==> config.mk <==
export PLATFORM = sky130hd
export DESIGN_NAME = maria_dll_walker
export DESIGN_NICKNAME = d
export VERILOG_FILES = /design/src/rtl/maria_pkg.sv /design/src/rtl/maria_dll_walker.sv
export SDC_FILE = /design/constraint.sdc
export NUM_CORES = 1
export LEC_CHECK = 0
export BUFFER_PORTS_ARGS = -buffer_cell sky130_fd_sc_hd__clkbuf_2
export CAP_MARGIN = 20
export CORE_MARGIN = 2
export CORE_UTILIZATION = 35
export CTS_BUF_LIST = sky130_fd_sc_hd__clkbuf_8
export DETAILED_ROUTE_END_ITERATION = 10
export GPL_TIMING_DRIVEN = 0
export PLACE_DENSITY = 0.59
export SETUP_SLACK_MARGIN = 0.02
export SLEW_MARGIN = 0
export SYNTH_ARGS = -nofsm -noshare
export SYNTH_HDL_FRONTEND = slang
export SYNTH_SLANG_ARGS = --single-unit
export TNS_END_PERCENT = 1
==> constraint.sdc <==
create_clock -name sysclock -period 2.4 [get_ports sysclock]
set_clock_uncertainty 0.05 [all_clocks]
set_input_delay 0.6 -clock sysclock [delete_from_list [all_inputs] [get_ports sysclock]]
set_output_delay 0.6 -clock sysclock [all_outputs]
set_load 0.005 [all_outputs]
==> src/rtl/maria_pkg.sv <==
// Shared types for the MARIA display-list-list walker: DLL entry layout,
// walker states and the fixed entry size.
package maria_pkg;

    localparam int DLL_ENTRY_BYTES = 3;

    typedef enum logic [2:0] {
        IDLE  = 3'd0,
        F0    = 3'd1,
        F1    = 3'd2,
        F2    = 3'd3,
        READY = 3'd4
    } dll_state_e;

    typedef struct packed {
        logic       dli;
        logic       h16;
        logic       h8;
        logic       rsvd;
        logic [3:0] offset;
        logic [7:0] dlh;
        logic [7:0] dll;
    } dll_entry_t;

endpackage

==> src/rtl/maria_dll_walker.sv <==
// Walks the MARIA display-list-list: fetches 3-byte entries, counts zone lines
// down per scanline and raises the DLI request on the last line of a zone.
module maria_dll_walker
    import maria_pkg::*;
(
    input  logic        sysclock,
    input  logic        reset_b,
    input  logic [15:0] ZP,
    input  logic        dma_en,
    input  logic        frame_start,
    input  logic        line_start,
    output logic        mem_req,
    output logic [15:0] mem_addr,
    input  logic        mem_ack,
    input  logic [7:0]  mem_data,
    output logic [15:0] dl_ptr,
    output logic [3:0]  dl_offset,
    output logic [1:0]  holey,
    output logic        dl_valid,
    output logic        nmi_req,
    output logic        busy
);

    dll_state_e  state_q, state_d;
    logic [15:0] dll_ptr_q, dll_ptr_d;
    logic [7:0]  hdr_q, hdr_d;
    logic [7:0]  dlh_q, dlh_d;
    logic [15:0] dl_ptr_q, dl_ptr_d;
    logic [1:0]  holey_q, holey_d;
    logic [3:0]  cnt_q, cnt_d;
    logic        dli_q, dli_d;
    logic        dl_valid_q, dl_valid_d;
    logic        pending_q, pending_d;
    logic        restart_q, restart_d;
    logic        abort_q, abort_d;
    logic [15:0] restart_zp_q, restart_zp_d;

    dll_entry_t  entry_w;
    logic        fs_w;
    logic        ls_w;
    logic        unused_rsvd;

    assign entry_w     = {hdr_q, dlh_q, mem_data};
    assign unused_rsvd = entry_w.rsvd;
    assign fs_w        = frame_start & dma_en;
    assign ls_w        = (line_start | pending_q) & dma_en;

    assign busy      = (state_q == F0) || (state_q == F1) || (state_q == F2);
    assign mem_req   = busy;
    assign mem_addr  = busy ? dll_ptr_q : 16'h0000;
    assign dl_ptr    = dl_ptr_q;
    assign dl_offset = cnt_q;
    assign holey     = holey_q;
    assign dl_valid  = dl_valid_q;
    // DLI is taken from the entry still on screen, before any reload starts.
    assign nmi_req   = (state_q == READY) && !fs_w && ls_w && (cnt_q == 4'd0)
                       && dli_q && dl_valid_q;

    always_comb begin
        state_d      = state_q;
        dll_ptr_d    = dll_ptr_q;
        hdr_d        = hdr_q;
        dlh_d        = dlh_q;
        dl_ptr_d     = dl_ptr_q;
        holey_d      = holey_q;
        cnt_d        = cnt_q;
        dli_d        = dli_q;
        dl_valid_d   = dl_valid_q;
        pending_d    = pending_q;
        restart_d    = restart_q;
        abort_d      = abort_q;
        restart_zp_d = restart_zp_q;

        case (state_q)
            IDLE: begin
                if (fs_w) begin
                    dll_ptr_d  = ZP;
                    dl_valid_d = 1'b0;
                    pending_d  = 1'b0;
                    state_d    = F0;
                end
            end
            F0, F1, F2: begin
                // The bus request is never withdrawn: restart/abort only
                // take effect once the outstanding read is acknowledged.
                if (fs_w) begin
                    restart_d    = 1'b1;
                    restart_zp_d = ZP;
                    abort_d      = 1'b0;
                    pending_d    = 1'b0;
                end else if (!dma_en) begin
                    abort_d   = 1'b1;
                    restart_d = 1'b0;
                    pending_d = 1'b0;
                end else if (line_start) begin
                    pending_d = 1'b1;
                end

                if (mem_ack) begin
                    if (abort_d) begin
                        state_d    = IDLE;
                        dl_valid_d = 1'b0;
                        pending_d  = 1'b0;
                    end else if (restart_d) begin
                        dll_ptr_d = restart_zp_d;
                        state_d   = F0;
                    end else begin
                        dll_ptr_d = dll_ptr_q + 16'd1;
                        if (state_q == F0) begin
                            hdr_d   = mem_data;
                            state_d = F1;
                        end else if (state_q == F1) begin
                            dlh_d   = mem_data;
                            state_d = F2;
                        end else begin
                            dl_ptr_d   = {entry_w.dlh, entry_w.dll};
                            holey_d    = {entry_w.h16, entry_w.h8};
                            cnt_d      = entry_w.offset;
                            dli_d      = entry_w.dli;
                            dl_valid_d = 1'b1;
                            state_d    = READY;
                        end
                    end
                    abort_d   = 1'b0;
                    restart_d = 1'b0;
                end
            end
            READY: begin
                if (fs_w) begin
                    dll_ptr_d  = ZP;
                    dl_valid_d = 1'b0;
                    pending_d  = 1'b0;
                    state_d    = F0;
                end else if (ls_w) begin
                    pending_d = 1'b0;
                    if (cnt_q != 4'd0) begin
                        cnt_d = cnt_q - 4'd1;
                    end else begin
                        dl_valid_d = 1'b0;
                        state_d    = F0;
                    end
                end
            end
            default: begin
                state_d = IDLE;
            end
        endcase
    end

    always_ff @(posedge sysclock or negedge reset_b) begin
        if (!reset_b) begin
            state_q      <= IDLE;
            dll_ptr_q    <= 16'h0000;
            hdr_q        <= 8'h00;
            dlh_q        <= 8'h00;
            dl_ptr_q     <= 16'h0000;
            holey_q      <= 2'b00;
            cnt_q        <= 4'd0;
            dli_q        <= 1'b0;
            dl_valid_q   <= 1'b0;
            pending_q    <= 1'b0;
            restart_q    <= 1'b0;
            abort_q      <= 1'b0;
            restart_zp_q <= 16'h0000;
        end else begin
            state_q      <= state_d;
            dll_ptr_q    <= dll_ptr_d;
            hdr_q        <= hdr_d;
            dlh_q        <= dlh_d;
            dl_ptr_q     <= dl_ptr_d;
            holey_q      <= holey_d;
            cnt_q        <= cnt_d;
            dli_q        <= dli_d;
            dl_valid_q   <= dl_valid_d;
            pending_q    <= pending_d;
            restart_q    <= restart_d;
            abort_q      <= abort_d;
            restart_zp_q <= restart_zp_d;
        end
    end

endmodule
==> impl_results.html <==
<table>
<tr><th>Metric</th><th>Value</th></tr>
<tr><th colspan="2">Worst setup path</th></tr>
<tr><td>R2R setup slack</td><td>0.11 ns</td></tr>
<tr><td>Worst path most repeated cell</td><td>sky130_fd_sc_hd__buf_6</td></tr>
<tr><td>Nature of the critical path endpoint</td><td>output port</td></tr>
<tr><td>Data arrival time of the critical path</td><td>1.76 ns</td></tr>
<tr><td>Critical R2R Launch</td><td>state_q[1]</td></tr>
<tr><td>Launching element of the worst setup path</td><td>state_q[1]</td></tr>
<tr><td>Capturing element of the worst setup path</td><td>mem_addr[6]</td></tr>
<tr><td>Crit path buf inv count</td><td>5</td></tr>
<tr><td>Number of gates on the worst path with buffers counted</td><td>8</td></tr>
<tr><td>Category of the most critical setup path</td><td>flop to output port</td></tr>
<tr><td>Startpoint Class</td><td>flop</td></tr>
<tr><td>Number of cell instances on the worst register-to-register path</td><td>7</td></tr>
<tr><td>Maximum fanout count along the critical path</td><td>13</td></tr>
<tr><td>Worst path max stage delay</td><td>0.38 ns</td></tr>
<tr><td>Worst endpoint required time</td><td>1.75 ns</td></tr>
<tr><td>Critical-path top delay cell</td><td>sky130_fd_sc_hd__dfrtp_1</td></tr>
<tr><td>Worst reg2reg endpoint</td><td>restart_zp_q[10]</td></tr>
<tr><td>Family with the most delay on the worst path</td><td>buffers and inverters</td></tr>
<tr><td>Crit-path cells</td><td>buf_6 &gt; or2_1 &gt; buf_6 &gt; nand2_8 &gt; inv_8 &gt; clkbuf_8 &gt; and2_1 &gt; clkbuf_2</td></tr>
<tr><th colspan="2">CTS</th></tr>
<tr><td>Post-CTS clock slew at the launch and capture registers of the worst setup and hold paths</td><td>0.09 ns</td></tr>
<tr><td>Root buffer cell</td><td>sky130_fd_sc_hd__clkbuf_8</td></tr>
<tr><td>Clk Latency, worst-skew pair</td><td>0.35 ns</td></tr>
<tr><td>Clock buffer depth</td><td>2</td></tr>
<tr><td>Count of clock tree sinks</td><td>77</td></tr>
<tr><td>Total clock buffers created by CTS</td><td>9</td></tr>
<tr><td>H-tree Lvls</td><td>3</td></tr>
<tr><td>CTS tree</td><td>built</td></tr>
<tr><th colspan="2">Routing</th></tr>
<tr><td>Count of nets left with antenna violations after detail routing</td><td>0</td></tr>
<tr><td>Detail-routed net length per standard cell</td><td>17.0 µm</td></tr>
<tr><td>DRC errors left</td><td>0</td></tr>
<tr><td>Vias</td><td>3205</td></tr>
<tr><td>Iter 0 DRT Violations</td><td>155</td></tr>
<tr><td>Via density per instance</td><td>5.33</td></tr>
<tr><td>Routed wire length</td><td>10200 µm</td></tr>
<tr><td>Pre-antenna DRT Iters</td><td>5</td></tr>
<tr><th colspan="2">Timing</th></tr>
<tr><td>Setup repair after global routing missed its margin</td><td>true</td></tr>
<tr><td>Transition time at the pin with the least slew margin</td><td>0.682 ns</td></tr>
<tr><td>Final hold vios</td><td>0</td></tr>
<tr><td>FMAX</td><td>415 MHz</td></tr>
<tr><td>Number of setup violations in the final report</td><td>8</td></tr>
<tr><td>Final hold slack</td><td>0.149 ns</td></tr>
<tr><td>Max-slew violation total from the final report</td><td>0</td></tr>
<tr><td>Tcrit/Tclk final</td><td>100%</td></tr>
<tr><td>Final critical delay including setup and external delays</td><td>2.41 ns</td></tr>
<tr><td>Worst-case headroom to the max-slew limit</td><td>54.4%</td></tr>
<tr><td>Final setup slack of the worst path</td><td>-0.0111 ns</td></tr>
<tr><th colspan="2">Layout</th></tr>
<tr><td>Final net count</td><td>485</td></tr>
<tr><td>Commonest non-fill, non-tap cell in the layout</td><td>sky130_fd_sc_hd__dfrtp_1</td></tr>
<tr><td>Most frequent cells in the layout</td><td>sky130_fd_sc_hd__dfrtp_1, sky130_fd_sc_hd__clkbuf_2, sky130_fd_sc_hd__mux2_2</td></tr>
<tr><td>Total inserted antenna cells</td><td>0</td></tr>
<tr><td>Layout Utilization</td><td>43.5%</td></tr>
<tr><td>Share of cells above drive strength 1</td><td>37.6%</td></tr>
<tr><td>Area overhead of the layout relative to synthesis</td><td>22.7%</td></tr>
<tr><td>Final instance count without filler cells</td><td>601</td></tr>
<tr><th colspan="2">Synthesis</th></tr>
<tr><td>Area of the mapped netlist</td><td>4000 µm²</td></tr>
<tr><td>Most instantiated flip-flop cell in the synthesis netlist</td><td>sky130_fd_sc_hd__dfrtp_1</td></tr>
<tr><td>Library cells used by synthesis</td><td>59</td></tr>
<tr><td>Synth top area cells</td><td>sky130_fd_sc_hd__dfrtp_1, sky130_fd_sc_hd__mux2_2, sky130_fd_sc_hd__mux2_4</td></tr>
<tr><td>Mapped Nets</td><td>394</td></tr>
<tr><td>Post-synth ARST share</td><td>100%</td></tr>
<tr><td>Share of the yosys chip area belonging to registers</td><td>48.2%</td></tr>
<tr><td>Count of synthesis-stage warnings from yosys</td><td>0</td></tr>
<tr><td>Number of flops mapped to enable cells by yosys</td><td>0</td></tr>
<tr><td>Flip-flop and latch count after synthesis</td><td>77</td></tr>
<tr><td>Post-synthesis cell count</td><td>362</td></tr>
<tr><td>Synthesized area per cell</td><td>11.0 µm²</td></tr>
<tr><td>Cell type contributing the most total cell area after synthesis</td><td>sky130_fd_sc_hd__dfrtp_1</td></tr>
<tr><td>Area share of the largest cell type after synthesis</td><td>48.2%</td></tr>
<tr><th colspan="2">Placed design</th></tr>
<tr><td>Last weighted congestion value of the routability-driven placer</td><td>0.831</td></tr>
<tr><td>HPWL Detailed</td><td>7240 µm</td></tr>
<tr><td>Instance count after placement with tap cells included</td><td>576</td></tr>
<tr><td>I/O Buffers</td><td>70</td></tr>
<tr><td>Worst Setup Slack post-DPL</td><td>-0.283 ns</td></tr>
<tr><th colspan="2">Die</th></tr>
<tr><td>Die extent in y</td><td>111 µm</td></tr>
<tr><td>Initial Util</td><td>35.5%</td></tr>
<tr><td>Die extent in x</td><td>111 µm</td></tr>
<tr><td>Placeable Area</td><td>11300 µm²</td></tr>
<tr><td>Number of cell rows</td><td>39</td></tr>
<tr><td>Floorplan die area</td><td>12300 µm²</td></tr>
<tr><td>Number of I/O pins</td><td>72</td></tr>
<tr><th colspan="2">Power and ir drop</th></tr>
<tr><td>Power consumption</td><td>6.27 mW</td></tr>
<tr><td>Leakage power</td><td>2.24 nW</td></tr>
<tr><td>Power density cells</td><td>1280 nW/µm²</td></tr>
<tr><td>Peak supply drop</td><td>583 µV</td></tr>
<tr><th colspan="2">Global routing</th></tr>
<tr><td>Wire length of the first global-routing pass</td><td>16800 µm</td></tr>
<tr><td>Pin count of the biggest net entering global routing</td><td>50</td></tr>
<tr><td>Vias in the first global route</td><td>3197</td></tr>
<tr><td>GR Util All Layers</td><td>17.0%</td></tr>
<tr><td>Grt ovf</td><td>0</td></tr>
<tr><td>Number of antenna violations at the first check in global routing</td><td>0</td></tr>
<tr><th colspan="2">Outcome</th></tr>
<tr><td>Status</td><td>finished, violations left</td></tr>
<tr><td>Violated checks</td><td>negative setup slack</td></tr>
<tr><th colspan="2">Worst hold path</th></tr>
<tr><td>Class of the tightest hold or removal check</td><td>input pin to asynchronous set/reset pin</td></tr>
<tr><th colspan="2">Run</th></tr>
<tr><td>Number of max-cap violations</td><td>0</td></tr>
</table>
flip-flops by register name, summed over array words and instances, names as in the netlist:
register	flops
restart_zp_q	16
hdr_q	7
dl_ptr	16
dli_q	1
restart_q	1
pending_q	1
dll_ptr_q	16
holey	2
state_q	3
abort_q	1
dl_offset	4
dl_valid	1
dlh_q	8
final cells by class:
class                   instances  area (µm²)
fillers                      1112        6360
multi-input cells             256        1930
flip-flops and latches         77        1930
clock inverters                 6        76.3
plain buffers                  21         160
inverters                       7        33.8
well taps                     143         179
repair buffers                 81         462
clock buffers                  10         138
layer usage:
metal | wire length (µm) | GRT usage (%) | up-vias
met1 | 4480 | 22.0 | 1597
met2 | 5080 | 28.1 | 92
met5 | 0 | 0 | -
met3 | 625 | 4.32 | 4
met4 | 55 | 5.08 | 0
li1 | - | - | 1512
synth_stat cells (all sizes together) (2+ instances only):
| master | number |
|---|---|
| dfrtp | 77 |
| mux2 | 51 |
| nand2 | 30 |
| nor2 | 21 |
| a21oi | 20 |
| and2 | 20 |
| o21ai | 15 |
| buf | 13 |
| o22ai | 11 |
| clkbuf | 9 |
| a31oi | 8 |
| nand3 | 8 |
| inv | 7 |
| o22a | 6 |
| a211oi | 5 |
| nand4 | 5 |
| and3 | 4 |
| and4 | 4 |
| nor3 | 4 |
| o31ai | 4 |
| a21o | 3 |
| a2bb2oi | 3 |
| o21a | 3 |
| o2bb2ai | 3 |
| a211o | 2 |
| ha | 2 |
| nand2b | 2 |
| nor2b | 2 |
| o221ai | 2 |
| or3 | 2 |
kinds of logic after synthesis:
logic type | synth area share (%)
mux | 16.1
simple gates | 14.1
buf+inv | 4.19
flops | 48.2
compound gates | 16.3
fa+ha+maj | 0.625
xor+xnor | 0.438
worst min path at each step:
stage,slack (ns),endpoint
finish,0.15,restart_zp_q[6]
floorplan,0.25,abort_q
global placement,0.43,dl_ptr[12]
CTS,0.14,dlh_q[4]
detailed placement,0.44,dli_q
global route,0.16,restart_zp_q[2]
repair_timing:
item                       in CTS  in global routing
hold endpoints to repair        0                  0
buffers inserted                6                  3
pin swaps                       2                  1
hold buffers                    0                  0
setup endpoints to repair      28                 21
cloned                          1                  0
resized for setup              12                  8
power by group:
group | internal (mW) | switching, mW
Combinational | 1.53 | 1.38
Clock | 0.530 | 0.545
Sequential | 1.86 | 0.424
metrics by stage:
step / cell area (µm²) / setup TNS (ns)
5_1_grt: 4910 / -0.806
2_1_floorplan: 4000 / 0
6_report: 4910 / -0.0497
3_3_place_gp: 4530 / -15.97
3_5_place_dp: 4560 / -8.72
4_1_cts: 4860 / -0.324
(Power assumes the default switching activity.)
